==> src/rtl/sfq_readout_pkg.sv <==
// Shared types and default sizing for the SFQ/DC readout block.
package sfq_readout_pkg;

    // Frame sequencer states: idle, or counting pulses within a frame
    typedef enum logic {
        S_IDLE  = 1'b0,
        S_COUNT = 1'b1
    } state_e;

    // Default bits per lane counter
    localparam int CNT_W_DEFAULT     = 8;
    // Default clock cycles per counting frame
    localparam int FRAME_LEN_DEFAULT = 16;

endpackage

==> src/rtl/sfq_readout_fifo.sv <==
// Two-entry output FIFO holding completed frames. The head entry is shown
// combinationally and reads as zero when the FIFO is empty. A push into a
// full FIFO is accepted only if a pop happens in the same cycle.
module sfq_readout_fifo
    import sfq_readout_pkg::*;
#(
    parameter int DW = 8
) (
    input  logic          C,
    input  logic          R,
    input  logic          push,
    input  logic [DW-1:0] push_data,
    input  logic          pop,
    output logic [DW-1:0] head_data,
    output logic          full,
    output logic          empty
);

    logic [DW-1:0] mem_q [2];
    logic [DW-1:0] mem_d [2];
    logic          wr_ptr_q, wr_ptr_d;
    logic          rd_ptr_q, rd_ptr_d;
    logic [1:0]    count_q, count_d;
    logic          do_push, do_pop;

    assign full    = (count_q == 2'd2);
    assign empty   = (count_q == 2'd0);
    assign do_pop  = pop && !empty;
    // When full, the slot being popped this cycle is the one written next
    assign do_push = push && (!full || do_pop);

    assign head_data = empty ? '0 : mem_q[rd_ptr_q];

    // Next-state for storage, pointers and occupancy
    always_comb begin
        mem_d    = mem_q;
        wr_ptr_d = wr_ptr_q ^ do_push;
        rd_ptr_d = rd_ptr_q ^ do_pop;
        count_d  = count_q + {1'b0, do_push} - {1'b0, do_pop};
        if (do_push) begin
            mem_d[wr_ptr_q] = push_data;
        end
    end

    // FIFO state registers, cleared immediately on reset
    always_ff @(posedge C or posedge R) begin
        if (R) begin
            mem_q[0] <= '0;
            mem_q[1] <= '0;
            wr_ptr_q <= 1'b0;
            rd_ptr_q <= 1'b0;
            count_q  <= 2'd0;
        end else begin
            mem_q    <= mem_d;
            wr_ptr_q <= wr_ptr_d;
            rd_ptr_q <= rd_ptr_d;
            count_q  <= count_d;
        end
    end

endmodule

==> src/rtl/sfq_dc_readout.sv <==
// SFQ pulse readout: per-lane SFQ/DC toggle outputs plus framed pulse
// counting. Each frame's saturating lane counts and a saturation flag are
// handed to a consumer through a 2-entry valid/ready FIFO; frames arriving
// when the FIFO cannot accept them are dropped and flagged in sticky OVF.
module sfq_dc_readout
    import sfq_readout_pkg::*;
#(
    parameter int WIDTH     = 4,
    parameter int CNT_W     = CNT_W_DEFAULT,
    parameter int FRAME_LEN = FRAME_LEN_DEFAULT
) (
    input  logic                   C,
    input  logic                   R,
    input  logic [WIDTH-1:0]       A,
    input  logic                   EN,
    output logic [WIDTH-1:0]       Q_DC,
    output logic [WIDTH*CNT_W-1:0] CNT_DATA,
    output logic                   CNT_VALID,
    input  logic                   CNT_READY,
    output logic                   OVF,
    output logic                   SAT,
    output logic                   BUSY
);

    localparam int FC_W = (FRAME_LEN > 1) ? $clog2(FRAME_LEN) : 1;
    localparam int DW   = WIDTH * CNT_W + 1;
    localparam logic [FC_W-1:0]  LAST_POS = FC_W'(FRAME_LEN - 1);
    localparam logic [CNT_W-1:0] CNT_MAX  = '1;

    state_e                 state_q, state_d;
    logic [FC_W-1:0]        frame_cnt_q, frame_cnt_d;
    logic                   sat_q, sat_d;
    logic                   ovf_q, ovf_d;
    logic [WIDTH-1:0]       qdc_q, qdc_d;

    logic                   counting;
    logic                   last_cycle;
    logic [WIDTH-1:0]       lane_clip;
    logic [WIDTH*CNT_W-1:0] frame_counts;
    logic                   frame_sat;
    logic                   push, pop;
    logic                   fifo_full, fifo_empty;
    logic [DW-1:0]          fifo_head;

    assign counting   = (state_q == S_COUNT);
    assign last_cycle = counting && (frame_cnt_q == LAST_POS);

    genvar gi;
    generate
        for (gi = 0; gi < WIDTH; gi++) begin : g_lane
            logic [CNT_W-1:0] cnt_q, cnt_d, cnt_sum;

            // A pulse arriving at full scale is clipped, which marks the frame saturated
            assign lane_clip[gi] = A[gi] && (cnt_q == CNT_MAX);
            assign cnt_sum       = lane_clip[gi] ? cnt_q : cnt_q + CNT_W'(A[gi]);
            // The pushed frame includes this cycle's pulse
            assign frame_counts[gi*CNT_W +: CNT_W] = cnt_sum;

            // Accumulate during COUNT; restart from zero after the last frame cycle
            always_comb begin
                cnt_d = cnt_q;
                if (counting) begin
                    cnt_d = last_cycle ? '0 : cnt_sum;
                end
            end

            // Lane counter register
            always_ff @(posedge C or posedge R) begin
                if (R) begin
                    cnt_q <= '0;
                end else begin
                    cnt_q <= cnt_d;
                end
            end
        end
    endgenerate

    assign frame_sat = sat_q | (|lane_clip);
    assign push      = last_cycle;
    assign pop       = !fifo_empty && CNT_READY;

    // Frame sequencer: enter COUNT on EN, leave only at a frame boundary
    always_comb begin
        state_d     = state_q;
        frame_cnt_d = frame_cnt_q;
        sat_d       = sat_q;
        case (state_q)
            S_IDLE: begin
                frame_cnt_d = '0;
                sat_d       = 1'b0;
                if (EN) begin
                    state_d = S_COUNT;
                end
            end
            S_COUNT: begin
                if (last_cycle) begin
                    frame_cnt_d = '0;
                    sat_d       = 1'b0;
                    if (!EN) begin
                        state_d = S_IDLE;
                    end
                end else begin
                    frame_cnt_d = frame_cnt_q + FC_W'(1);
                    sat_d       = frame_sat;
                end
            end
            default: begin
                state_d = S_IDLE;
            end
        endcase
    end

    // SFQ/DC toggles on every pulse; overflow latches when a frame is lost
    always_comb begin
        qdc_d = qdc_q ^ A;
        ovf_d = ovf_q | (push && fifo_full && !pop);
    end

    // Control registers
    always_ff @(posedge C or posedge R) begin
        if (R) begin
            state_q     <= S_IDLE;
            frame_cnt_q <= '0;
            sat_q       <= 1'b0;
            ovf_q       <= 1'b0;
            qdc_q       <= '0;
        end else begin
            state_q     <= state_d;
            frame_cnt_q <= frame_cnt_d;
            sat_q       <= sat_d;
            ovf_q       <= ovf_d;
            qdc_q       <= qdc_d;
        end
    end

    sfq_readout_fifo #(
        .DW(DW)
    ) u_fifo (
        .C         (C),
        .R         (R),
        .push      (push),
        .push_data ({frame_sat, frame_counts}),
        .pop       (pop),
        .head_data (fifo_head),
        .full      (fifo_full),
        .empty     (fifo_empty)
    );

    assign Q_DC      = qdc_q;
    assign CNT_DATA  = fifo_head[WIDTH*CNT_W-1:0];
    assign SAT       = fifo_head[DW-1];
    assign CNT_VALID = !fifo_empty;
    assign OVF       = ovf_q;
    assign BUSY      = (state_q == S_COUNT);

endmodule

==> config.mk <==
export PLATFORM = sky130hd
export DESIGN_NAME = sfq_dc_readout
export DESIGN_NICKNAME = d
export VERILOG_FILES = /design/src/rtl/sfq_readout_pkg.sv /design/src/rtl/sfq_readout_fifo.sv /design/src/rtl/sfq_dc_readout.sv
export SDC_FILE = /design/constraint.sdc
export NUM_CORES = 1
export LEC_CHECK = 0
export ABC_AREA = 1
export CAP_MARGIN = 20
export CORE_ASPECT_RATIO = 1.5
export CORE_UTILIZATION = 50
export DETAILED_ROUTE_END_ITERATION = 6
export DONT_BUFFER_PORTS = 1
export PLACE_DENSITY = 0.7
export SYNTH_ARGS = -nofsm -noshare
export SYNTH_HDL_FRONTEND = slang
export SYNTH_HIERARCHICAL = 1
export SYNTH_SLANG_ARGS = --single-unit
==> constraint.sdc <==
create_clock -name C -period 2 [get_ports C]
set_input_delay 0.3 -clock C [delete_from_list [all_inputs] [get_ports C]]
set_output_delay 0.3 -clock C [all_outputs]
set_load 0.005 [all_outputs]
# Yosys cells after proc, flatten, opt, wreduce, memory -nomap -nowiden
# Cells that the tools add are included.
# word_totals
output_inout_bits	40
ff_bits	113
inputBits	8
elab_cells	77
# classes
n_eq_ne	6
bitwise	8
magnitude_cmp	3
add_sub_neg	7
n_reduce_logical	17
muxes	22
# ops
op	count
2-to-1 mux 33 bit	5
bitwise mux 66 bit	1
2-to-1 mux 8 bit	8
demux 33 bit (select 1 bit)	1
adder 8 x 1 -> 8 bit	4
equality test 8 bit (second input constant)	4
logical AND 1 bit	11
one-hot mux 4 bit (2 select lines)	1
adder 4 x 1 -> 4 bit (second input constant)	1
equality test 4 bit (second input constant)	1
>= comparator 2 bit (second input constant)	2
2-to-1 mux 4 bit	1
NOT 1 -> 2 bit	2
one-hot mux 1 bit (2 select lines)	2
OR reduction 4 bit	1
XOR 4 bit	1
logical NOT 1 bit	3
2-to-1 mux 1 bit	3
adder 2 x 1 -> 2 bit	1
equality test 2 bit (second input constant)	1
logical NOT 2 bit	1
less-than comparator 2 x 1 -> 1 bit (second input constant)	1
bitwise OR 1 bit	2
subtractor 2 x 1 -> 2 bit	1
other kinds (3)	4

# Longest topological paths before layout
# Gate-level depths: netlist of run 1.
# logic_depth
depth_word	8
mapped_depth	15

# Hierarchy
# The synthesis of run 1 kept the hierarchy.
# modules_own_cells
module	area_per_inst_um2	cells_per_inst	seq_area_each_um2	n_inst
sfq_readout_fifo	3315.7	322	1751.7	1
sfq_dc_readout	2720.1	350	1076.0	1

# Worst setup path after synthesis of run 1
# Ideal clock, no wire load.
# synth_timing
path_kind	register to register
start	reg frame_cnt_q[0]
end	reg u_fifo/mem_q[33] (netlist name)
t_required_ps	1875
synth_period_minus_slack_ps	1792
slack_ps	208
setup_time_ps	125
arrival_time_ps	1667
path_stages_with_launch	12
path_buffers	2
cell_sequence	dfrtp_1 ha_1 nand2_1 inv_2 nand3_1 inv_1 o21ai_0 inv_1 ha_1 buf_6 buf_6 mux2_4
# synth_between
elab_chain_len	3
# synth_lines
item	line	rtl
from (decl)	sfq_dc_readout.sv:31	logic [FC_W-1:0] frame_cnt_q, frame_cnt_d;
from (signal assigned)	sfq_dc_readout.sv:129	frame_cnt_q <= frame_cnt_d;
equality test 4 bit	sfq_dc_readout.sv:46	assign last_cycle = counting && (frame_cnt_q == LAST_POS);
logical AND 1 bit	sfq_dc_readout.sv:46	
net last_cycle	sfq_dc_readout.sv:37	logic last_cycle;
logical AND 1 bit	sfq_readout_fifo.sv:30	assign do_push = push && (!full || do_pop);
to (signal assigned)	sfq_readout_fifo.sv:54	mem_q <= mem_d;
to (decl)	sfq_readout_fifo.sv:19	logic [DW-1:0] mem_q [2];
# The timed path passes the listed nets, and every way through them passes these cells.
# A chain may end at the register's enable or synchronous reset.

# Worst setup path in the final report of run 1
# layout_timing
start	reg frame_cnt_q[0]
end	reg u_fifo/mem_q[64] (netlist name)
# The elaborated chain is that of the path after synthesis.

==> out/summary.txt, run 1 <==
largest net degree at the start of global routing = 53
IO buf count = 0
sequential power share = 36.4%
vias per cell = 5.24
share of post-route cells with drive strength above 1 = 21.5%
placed inst area = 6210 um^2
Lkg Pwr = 0.00349 uW
die span in x = 91.7 um
CTS Buf Count = 17
initial antenna violation count = 0
hold_ws = 0.217 ns
sequential area share after synthesis = 46.8%
Final setup viols = 0
Slowest-stage cell, CP = dfrtp_1
Core Rows = 48
vias = 4463
Worst setup SP type = flop
number of synthesized flops with an enable pin = 0
Comb power frac = 37.2%
Die Area = 12500 um^2
sw frac = 38.6%
most common cell after layout, fill and taps aside = nand2_1
core area = 11700 um^2
WL per Instance = 15.5 um
synthesized cell area = 6040 um^2
critical path required time = 2.29 ns
Worst VDD drop = 0.000826 V
final WL = 13200 um
MaxCap Viol Count = 0
drt pass-1 iters = 4
Pwr Density = 1580 nW/um^2
Final ANT Viol Nets = 0
CTS root buffer = clkbuf_16
worst slew pin tran = 0.540 ns
number of fill cells = 1027
commonest non-fill, non-tap cells in the layout = 185 x nand2_1, 112 x dfrtp_1, 74 x inv_1
DRC = 0
GP Congestion = 0.786
crit-path max cell delay = 0.37 ns
ys flop type = dfrtp_1
Pint = 6750 uW
Power, Total = 11000 uW
Final Critical Period = 1.92 ns
Final Instance Area = 6940 um^2
global-route wire length before repair = 21700 um
HPWL Detailed = 8560 um
most frequent CP cell = inv_2
Slew headroom = 64.0%
Slew Viols, Final = 0
Setup crit end kind = flop
level count of the clock H-tree = 4
final core occ = 59.5%
Diodes inserted = 0
clock sinks = 113
FF+latch area = 2830 um^2
Clock Latency Late Sink = 0.41 ns
GRT Overall Usage = 22.2%
DRT iter0 DRCs = 214
Clk pwr share = 26.4%
CTS tree = done
synthesized area per cell = 8.98 um^2
Ports = 48
area of the multi-input gates = 2720 um^2
Remaining Overflow, GRT = 0
worst hold path class = input port to flop
#FFs+latches synth = 113
Sw Pwr = 4240 uW
CP arrival = 2.21 ns
Max Fclk = 0.522 GHz
critical-path maximum fanout = 7
Nets = 709
ys async rst share = 100%
final hold violations = 0
sequence of cells on the critical path = ha_1, nand2_1, inv_2, nand3_1, inv_2, o21ai_0, inv_1, ha_4, buf_12, mux2_2
clock-pin slew reported for the worst setup and hold paths after clock tree synthesis = 0.05 ns
synth-to-layout area growth = 14.9%
Clock Path Buffers = 2
worst clock skew = 0.00655 ns
status = finished clean
Yosys cell types = 35
cells after synthesis = 672
Die Y-Extent = 137 um
WS Path Type = flop to flop
fin crit share = 95.9%
effective utilization at floorplan = 51.8%
syn_nets = 692
vias in the first global route = 4551
Yosys Warn Count = 6
==> through the flow <==
step	worst slack (ns)	cells	TNS [ns]
after floorplan	0.208	672	0
after global placement	0.126	809	0
after detailed placement	0.0259	809	0
after CTS	0.0205	847	0
after global routing	-0.0252	852	-0.145
final	0.0827	852	0
==> final cells by class <==
class	count	area share (%)
sequential	113	40.8
clock buffer	21	6.49
tap	150	2.71
timing repair buffer	25	4.62
inverter	84	4.60
clock inverter	11	1.64
multi-input combinational	448	39.1
==> power groups by stage <==
| stage | clock network (uW) | registers, uW | logic [uW] |
|---|---|---|---|
| CTS | 2940 | 3980 | 4040 |
| detailed placement | 0 | 4000 | 4010 |
| floorplan | 0 | 3810 | 3290 |
| finish | 2900 | 4000 | 4090 |
| global placement | 0 | 3970 | 3830 |
| global route | 3030 | 4120 | 4650 |
==> cells by family after synthesis <==
| logic type | share of synthesized area (%) |
|---|---|
| and+or+nand+nor | 22.6 |
| AOI/OAI and AO/OA | 10.0 |
| DFF | 46.8 |
| buffers and inverters | 8.56 |
| muxes | 8.02 |
| adders and majority gates | 2.49 |
| xor gates and xnor gates | 1.45 |
==> synthesized netlist by cell type (2+ instances only) <==
| cell type | n | share of area, % |
|---|---|---|
| a21oi_1 | 30 | 2.5 |
| a21oi_2 | 3 | 0.44 |
| buf_2 | 11 | 0.91 |
| buf_4 | 4 | 0.50 |
| buf_6 | 5 | 0.93 |
| buf_8 | 3 | 0.75 |
| clkbuf_1 | 4 | 0.25 |
| dfrtp_1 | 113 | 47 |
| ha_1 | 12 | 2.5 |
| inv_1 | 77 | 4.8 |
| inv_2 | 7 | 0.44 |
| mux2_2 | 3 | 0.56 |
| mux2_4 | 30 | 7.5 |
| nand2_1 | 185 | 12 |
| nand2_2 | 15 | 1.6 |
| nand2_4 | 3 | 0.56 |
| nand3_1 | 16 | 1.3 |
| nand3_2 | 16 | 2.7 |
| nand3_4 | 2 | 0.58 |
| nand3b_1 | 8 | 1.0 |
| nand4_1 | 4 | 0.41 |
| nor2_1 | 16 | 1.0 |
| nor2_2 | 6 | 0.62 |
| nor2_4 | 5 | 0.93 |
| o21ai_0 | 61 | 5.1 |
| o21ai_1 | 12 | 1.0 |
| o21ai_2 | 5 | 0.73 |
| xnor2_1 | 2 | 0.29 |
| xor2_1 | 8 | 1.2 |
==> layer usage <==
layer | share of wire [%] | vias up | GRT usage, %
met5 | 0 | - | 0
met4 | 3.1 | 0 | 10.1
met3 | 4.3 | 30 | 5.67
met2 | 52 | 90 | 39.1
met1 | 41 | 2155 | 25.4
li1 | - | 2188 | -
==> state kept, by name, indices dropped and copies added, names as in the netlist <==
signal	cells
g_lane.cnt_q	32
frame_cnt_q	4
Q_DC	4
u_fifo/rd_ptr_q	1
sat_q	1
u_fifo/mem_q	66
u_fifo/wr_ptr_q	1
u_fifo/count_q	2
BUSY	1
OVF	1
==> critical path: cells and delay by family (launching register included) <==
kind                     cells  cell delay (ns)
buffers and inverters        4             0.44
adder cells (fa/ha/maj)      2             0.41
flip-flops                   1             0.37
multiplexers                 1             0.33
AND/OR/NAND/NOR              2             0.15
AO/OA/AOI/OAI                1             0.08
==> what timing repair did <==
item                                    4_1_cts  5_1_grt
resized for setup                             0        4
buffers inserted                              0        2
hold buffers                                  6        0
endpoints found under the hold margin       118        0
endpoints found under the setup margin        0       34
==> path summary, 6_finish.rpt <==
check	startpoint	endpoint	slack, ns	cells after the start
max in group asynchronous	R	u_fifo/mem_q[37]$_DFFE_PP0P_	1.15	3
max reg2reg	frame_cnt_q[0]$_DFF_PP0_	u_fifo/mem_q[64]$_DFFE_PP0P_	0.08	10
min reg2reg	Q_DC[1]$_DFF_PP0_	Q_DC[1]$_DFF_PP0_	0.49	1
min	A[0]	sat_q$_DFF_PP0_	0.22	4
min in group asynchronous	R	g_lane[2].cnt_q[1]$_DFFE_PP0P_	0.32	2
max	frame_cnt_q[0]$_DFF_PP0_	u_fifo/mem_q[64]$_DFFE_PP0P_	0.08	10
(Power assumes the default switching activity.)
==> run 2, diff against run 1 <==
--- a/config.mk
+++ b/config.mk
@@ -9,6 +9,7 @@
 export CAP_MARGIN = 20
 export CORE_ASPECT_RATIO = 1.5
 export CORE_UTILIZATION = 50
+export CTS_CLUSTER_SIZE = 16
 export DETAILED_ROUTE_END_ITERATION = 6
 export DONT_BUFFER_PORTS = 1
 export PLACE_DENSITY = 0.7
==> constraint.sdc (replaced) <==
create_clock -name C -period 1.7 [get_ports C]
set_input_delay 0.255 -clock C [delete_from_list [all_inputs] [get_ports C]]
set_output_delay 0.255 -clock C [all_outputs]
set_load 0.005 [all_outputs]
==> out/summary.txt, run 2 (synthesis results as in run 1) <==
status = complete, but fails checks (was finished clean)
violated checks = setup timing
Clock Path Buffers = 2 (unchanged)
Die Area = 12500 um^2 (unchanged)
CP arrival = 2.12 ns (was 2.21 ns)
initial antenna violation count = 0 (unchanged)
Ports = 48 (unchanged)
Final setup viols = 85 (was 0)
core area = 11700 um^2 (unchanged)
effective utilization at floorplan = 51.8% (unchanged)
DRT iter0 DRCs = 427 (was 214)
worst clock skew = 0.00788 ns (was 0.00655 ns)
share of post-route cells with drive strength above 1 = 35.4% (was 21.5%)
vias = 4841 (was 4463)
level count of the clock H-tree = 4 (unchanged)
fin crit share = 107% (was 95.9%)
critical-path maximum fanout = 5 (was 7)
Setup crit end kind = flop (unchanged)
RSZ-0062 raised after global routing = true
Core Rows = 48 (unchanged)
Die Y-Extent = 137 um (unchanged)
Remaining Overflow, GRT = 0 (unchanged)
GRT Overall Usage = 24.5% (was 22.2%)
Worst VDD drop = 0.00111 V (was 0.000826 V)
synth-to-layout area growth = 29.9% (was 14.9%)
most frequent CP cell = buf_12 (was inv_2)
clock-pin slew reported for the worst setup and hold paths after clock tree synthesis = 0.06 ns (was 0.05 ns)
Slew headroom = 57.2% (was 64.0%)
DRC = 0 (unchanged)
number of fill cells = 830 (was 1027)
Slowest-stage cell, CP = dfrtp_2 (was dfrtp_1)
Crit path max-delay family = buffers and inverters (unchanged)
IO buf count = 0 (unchanged)
clock sinks = 113 (unchanged)
vias per cell = 5.49 (was 5.24)
global-route wire length before repair = 23400 um (was 21700 um)
Final Instance Area = 7840 um^2 (was 6940 um^2)
Nets = 738 (was 709)
worst hold path class = input port to flop (unchanged)
final core occ = 67.3% (was 59.5%)
Reg with most FFs = u_fifo/mem_q (unchanged)
commonest non-fill, non-tap cells in the layout = 180 x nand2_1, 111 x dfrtp_1, 71 x inv_1 (was 185 x nand2_1, 112 x dfrtp_1, 74 x inv_1)
Clock Latency Late Sink = 0.42 ns (was 0.41 ns)
Placed Cells incl. Taps = 818 (was 809)
CTS tree = done (unchanged)
Largest register FFs = 66 (unchanged)
vias in the first global route = 4791 (was 4551)
Final WS setup = -0.120 ns (was 0.0827 ns)
Worst setup SP type = flop (unchanged)
Max Fclk = 0.549 GHz (was 0.522 GHz)
Slew Viols, Final = 0 (unchanged)
hold_ws = 0.182 ns (was 0.217 ns)
most common cell after layout, fill and taps aside = nand2_1 (unchanged)
placed inst area = 6290 um^2 (was 6210 um^2)
Regs by FF count = u_fifo/mem_q x66, g_lane.cnt_q x32 (unchanged)
sequence of cells on the critical path = buf_4, nand2_1, o21ai_2, inv_2, ha_4, buf_12, buf_12, mux2_4 (was ha_1, nand2_1, inv_2, nand3_1, inv_2, o21ai_0, inv_1, ha_4, buf_12, mux2_2)
CTS Buf Count = 17 (unchanged)
CTS root buffer = clkbuf_16 (unchanged)
worst slew pin tran = 0.642 ns (was 0.540 ns)
Lkg Pwr = 0.00380 uW (was 0.00349 uW)
Power, Total = 15600 uW (was 11000 uW)
Buf/Inv on CP = 4 (unchanged)
GP Congestion = 0.808 (was 0.786)
critical path required time = 2.00 ns (was 2.29 ns)
WS Path Type = flop to flop (unchanged)
Pwr Density = 1980 nW/um^2 (was 1580 nW/um^2)
WL per Instance = 18.3 um (was 15.5 um)
Final ANT Viol Nets = 0 (unchanged)
Final Critical Period = 1.82 ns (was 1.92 ns)
die span in x = 91.7 um (unchanged)
largest net degree at the start of global routing = 53 (unchanged)
Post-Layout Cell Count = 881 (was 852)
MaxCap Viol Count = 0 (unchanged)
final WL = 16100 um (was 13200 um)
final hold violations = 0 (unchanged)
HPWL Detailed = 9040 um (was 8560 um)
Diodes inserted = 0 (unchanged)
drt pass-1 iters = 5 (was 4)
crit-path max cell delay = 0.41 ns (was 0.37 ns)
==> run 2: changes by cell type in the layout (fill, tap and decap cells not counted), moves of 4 or more <==
cell / delta
o21ai_2: +16
o21ai_1: +19
a21oi_2: +30
o21ai_0: -50
buf_16: +4
o21ai_4: +15
buf_12: +7
buf_4: +12
nand2_2: +4
a21oi_1: -30
nand2_1: -5
==> run 2: repair_timing <==
action,CTS,global route
pin swaps,5,2
hold buffers,6,0
hold endpoints to repair,62,0
cloned,5,6
resized for setup,92,82
buffers inserted,13,4
setup endpoints to repair,67,117
==> run 2: path summary, 6_finish.rpt <==
path / start / to / slack (ns) / cells after the start
min reg2reg: Q_DC[1]$_DFF_PP0_ / Q_DC[1]$_DFF_PP0_ / 0.49 / 1
min: A[0] / sat_q$_DFF_PP0_ / 0.18 / 4
max in group asynchronous: R / g_lane[3].cnt_q[4]$_DFFE_PP0P_ / 0.74 / 3
max reg2reg: u_fifo/count_q[1]$_DFF_PP0_ / u_fifo/mem_q[43]$_DFFE_PP0P_ / -0.12 / 8
min in group asynchronous: R / u_fifo/mem_q[18]$_DFFE_PP0P_ / 0.34 / 2
max: u_fifo/count_q[1]$_DFF_PP0_ / u_fifo/mem_q[43]$_DFFE_PP0P_ / -0.12 / 8
==> run 2: cell type report <==
class | count | area (um^2) | area share, %
well taps | 150 | 188 | 2.39
repair buffers | 54 | 749 | 9.56
multi-input cells | 448 | 3120 | 39.8
clock buffers | 18 | 439 | 5.60
flip-flops and latches | 113 | 2830 | 36.1
clock inverters | 14 | 189 | 2.41
inverters | 84 | 324 | 4.13
==> run 2: power breakdown <==
group	internal (uW)	switching, uW	total [uW]
clock network	2480	1320	3800
logic	2950	3960	6910
registers	3880	966	4850
==> run 2: metrics by stage <==
stage / worst slack [ns] / TNS (ns)
2_1_floorplan: -0.0401 / -1.02
3_3_place_gp: -0.0600 / -0.815
3_5_place_dp: -0.135 / -3.28
4_1_cts: -0.121 / -4.31
5_1_grt: -0.186 / -11.74
6_report: -0.120 / -5.57
==> run 2: metal layers <==
metal,global-route usage [%],wire length [um],vias up
met2,45.1,8470,153
met5,0,0,-
met3,5.39,825,52
met4,10.4,590,0
met1,27.2,6200,2389
li1,-,-,2247
==> run 2: worst min-delay path, delay by kind of cell <==
kind,cells,cell delay [ns]
and+or+nand+nor,4,0.31
==> run 3, diff against run 2 <==
--- a/config.mk
+++ b/config.mk
@@ -13,6 +13,7 @@
 export DETAILED_ROUTE_END_ITERATION = 6
 export DONT_BUFFER_PORTS = 1
 export PLACE_DENSITY = 0.7
+export SKIP_CTS_REPAIR_TIMING = 1
 export SYNTH_ARGS = -nofsm -noshare
 export SYNTH_HDL_FRONTEND = slang
 export SYNTH_HIERARCHICAL = 1
==> out/summary.txt, run 3 (synthesis results as in run 1) <==
CP arrival = 2.10 ns (was 2.12 ns)
final hold violations = 0 (unchanged)
Largest register FFs = 66 (unchanged)
number of fill cells = 887 (was 830)
CTS tree = done (unchanged)
Die Y-Extent = 137 um (unchanged)
vias in the first global route = 4573 (was 4791)
core area = 11700 um^2 (unchanged)
MaxCap Viol Count = 0 (unchanged)
Nets = 726 (was 738)
CTS root buffer = clkbuf_16 (unchanged)
largest net degree at the start of global routing = 53 (unchanged)
Reg with most FFs = u_fifo/mem_q (unchanged)
Worst setup SP type = flop (unchanged)
WHS Path Cells = 4 (unchanged)
worst hold path class = input port to flop (unchanged)
hold_ws = 0.186 ns (was 0.182 ns)
status = complete, but fails checks (unchanged)
clock sinks = 113 (unchanged)
Die Area = 12500 um^2 (unchanged)
Slew headroom = 57.7% (was 57.2%)
DRC = 0 (unchanged)
IO buf count = 0 (unchanged)
worst slew pin tran = 0.634 ns (was 0.642 ns)
GP Congestion = 0.808 (unchanged)
Crit path max-delay family = adder cells (was buffers and inverters)
vias per cell = 5.34 (was 5.49)
critical-path maximum fanout = 6 (was 5)
Final WS setup = -0.103 ns (was -0.120 ns)
Lkg Pwr = 0.00370 uW (was 0.00380 uW)
DRT iter0 DRCs = 348 (was 427)
reg2reg path depth = 10 (was 8)
Final Critical Period = 1.80 ns (was 1.82 ns)
r2r setup slk = -0.10 ns (was -0.12 ns)
drt pass-1 iters = 4 (was 5)
CTS Buf Count = 17 (unchanged)
Diodes inserted = 0 (unchanged)
Clock Latency Late Sink = 0.42 ns (about the same)
WS Path Type = flop to flop (unchanged)
most frequent CP cell = inv_2 (was buf_12)
synth-to-layout area growth = 26.2% (was 29.9%)
Ports = 48 (unchanged)
Clock Path Buffers = 2 (unchanged)
clock-pin slew reported for the worst setup and hold paths after clock tree synthesis = 0.06 ns (about the same)
hold_sp = A[0] (unchanged)
worst hold endpoint = sat_q$_DFF_PP0_ (unchanged)
worst clock skew = 0.00505 ns (was 0.00788 ns)
Slowest-stage cell, CP = dfrtp_1 (was dfrtp_2)
final core occ = 65.4% (was 67.3%)
share of post-route cells with drive strength above 1 = 34.1% (was 35.4%)
HPWL Detailed = 9040 um (unchanged)
final WL = 14600 um (was 16100 um)
R2R Path End = u_fifo/mem_q[43]$_DFFE_PP0P_ (unchanged)
WL per Instance = 16.8 um (was 18.3 um)
Regs by FF count = u_fifo/mem_q x66, g_lane.cnt_q x32 (unchanged)
critical path required time = 2.00 ns (about the same)
global-route wire length before repair = 22100 um (was 23400 um)
area of the multi-input gates = 3090 um^2 (was 3120 um^2)
Setup crit end kind = flop (unchanged)
Final ANT Viol Nets = 0 (unchanged)
Max Fclk = 0.555 GHz (was 0.549 GHz)
crit-path max cell delay = 0.37 ns (was 0.41 ns)
Remaining Overflow, GRT = 0 (unchanged)
Core Rows = 48 (unchanged)
vias = 4641 (was 4841)
level count of the clock H-tree = 4 (unchanged)
Buf/Inv on CP = 4 (unchanged)
sequence of cells on the critical path = ha_2, nand2_2, inv_2, nand3_2, inv_2, o21ai_2, inv_2, ha_4, clkbuf_16, mux2_4 (was buf_4, nand2_1, o21ai_2, inv_2, ha_4, buf_12, buf_12, mux2_4)
Pwr Density = 1990 nW/um^2 (was 1980 nW/um^2)
commonest non-fill, non-tap cells in the layout = 183 x nand2_1, 112 x dfrtp_1, 71 x inv_1 (was 180 x nand2_1, 111 x dfrtp_1, 71 x inv_1)
Worst VDD drop = 0.00101 V (was 0.00111 V)
die span in x = 91.7 um (unchanged)
RSZ-0062 raised after global routing = true (unchanged)
Slew Viols, Final = 0 (unchanged)
setup TNS = -2.86 ns (was -5.57 ns)
violated checks = setup timing (unchanged)
FF+latch area = 2830 um^2 (about the same)
Final setup viols = 57 (was 85)
effective utilization at floorplan = 51.8% (unchanged)
GRT Overall Usage = 23.0% (was 24.5%)
RR Startpoint = frame_cnt_q[1]$_DFF_PP0_ (was u_fifo/count_q[1]$_DFF_PP0_)
most common cell after layout, fill and taps aside = nand2_1 (unchanged)
fin crit share = 106% (was 107%)
initial antenna violation count = 0 (unchanged)
==> run 3: changes by cell type in the layout (fill, tap and decap cells not counted), sizes merged <==
cell,before,now
clkbuf,21,24
buf,45,30
==> run 3: tightest hold or removal path, cell delays in order <==
cell	delay [ns]
nand3_1	0.10
nand2_1	0.10
nor2_2	0.05
nor2_2	0.06
==> run 3: final cells by class <==
| class | count | area share, % |
|---|---|---|
| Clock buffer | 18 | 5.77 |
| Clock inverter | 14 | 2.48 |
| Inverter | 84 | 4.22 |
| Multi-Input combinational cell | 448 | 40.5 |
| Sequential cell | 113 | 37.2 |
| Tap cell | 150 | 2.46 |
| Timing Repair Buffer | 42 | 7.38 |
==> run 3: worst max path at each step <==
| stage | cells after the start | endpoint | from |
|---|---|---|---|
| 2_1_floorplan | 11 | u_fifo/mem_q[43]$_DFFE_PP0P_ | frame_cnt_q[0]$_DFF_PP0_ |
| 3_3_place_gp | 10 | u_fifo/mem_q[63]$_DFFE_PP0P_ | frame_cnt_q[1]$_DFF_PP0_ |
| 3_5_place_dp | 10 | u_fifo/mem_q[64]$_DFFE_PP0P_ | frame_cnt_q[1]$_DFF_PP0_ |
| 4_1_cts | 6 | CNT_DATA[20] | u_fifo/count_q[0]$_DFF_PP0_ |
| 5_1_grt | 10 | u_fifo/mem_q[43]$_DFFE_PP0P_ | frame_cnt_q[1]$_DFF_PP0_ |
| 6_report | 10 | u_fifo/mem_q[43]$_DFFE_PP0P_ | frame_cnt_q[1]$_DFF_PP0_ |
==> run 3: layer usage <==
metal / share of wire, % / vias to the layer above / global-route usage (%)
met4: 2.5 / 0 / 11.1
met2: 54 / 94 / 41.6
met1: 40 / 2304 / 25.8
met5: 0 / - / 0
met3: 3.9 / 26 / 4.78
li1: - / 2217 / -
==> run 3: report_power, final <==
part           switching (uW)  leakage, uW  internal (uW)
combinational            3720      0.00198           2780
sequential                952      0.00142           3880
clock                    1320     0.000302           2480
==> run 3: stage by stage <==
| stage | std cells | cell area [um^2] | setup slack (ns) | total power (uW) |
|---|---|---|---|---|
| after floorplan | 672 | 6050 | -0.0401 | 8360 |
| after global placement | 818 | 6290 | -0.0600 | 9350 |
| after detailed placement | 818 | 6290 | -0.135 | 9610 |
| after CTS | 850 | 6920 | -0.239 | 13400 |
| after global routing | 869 | 7610 | -0.155 | 16100 |
| final | 869 | 7610 | -0.103 | 15100 |
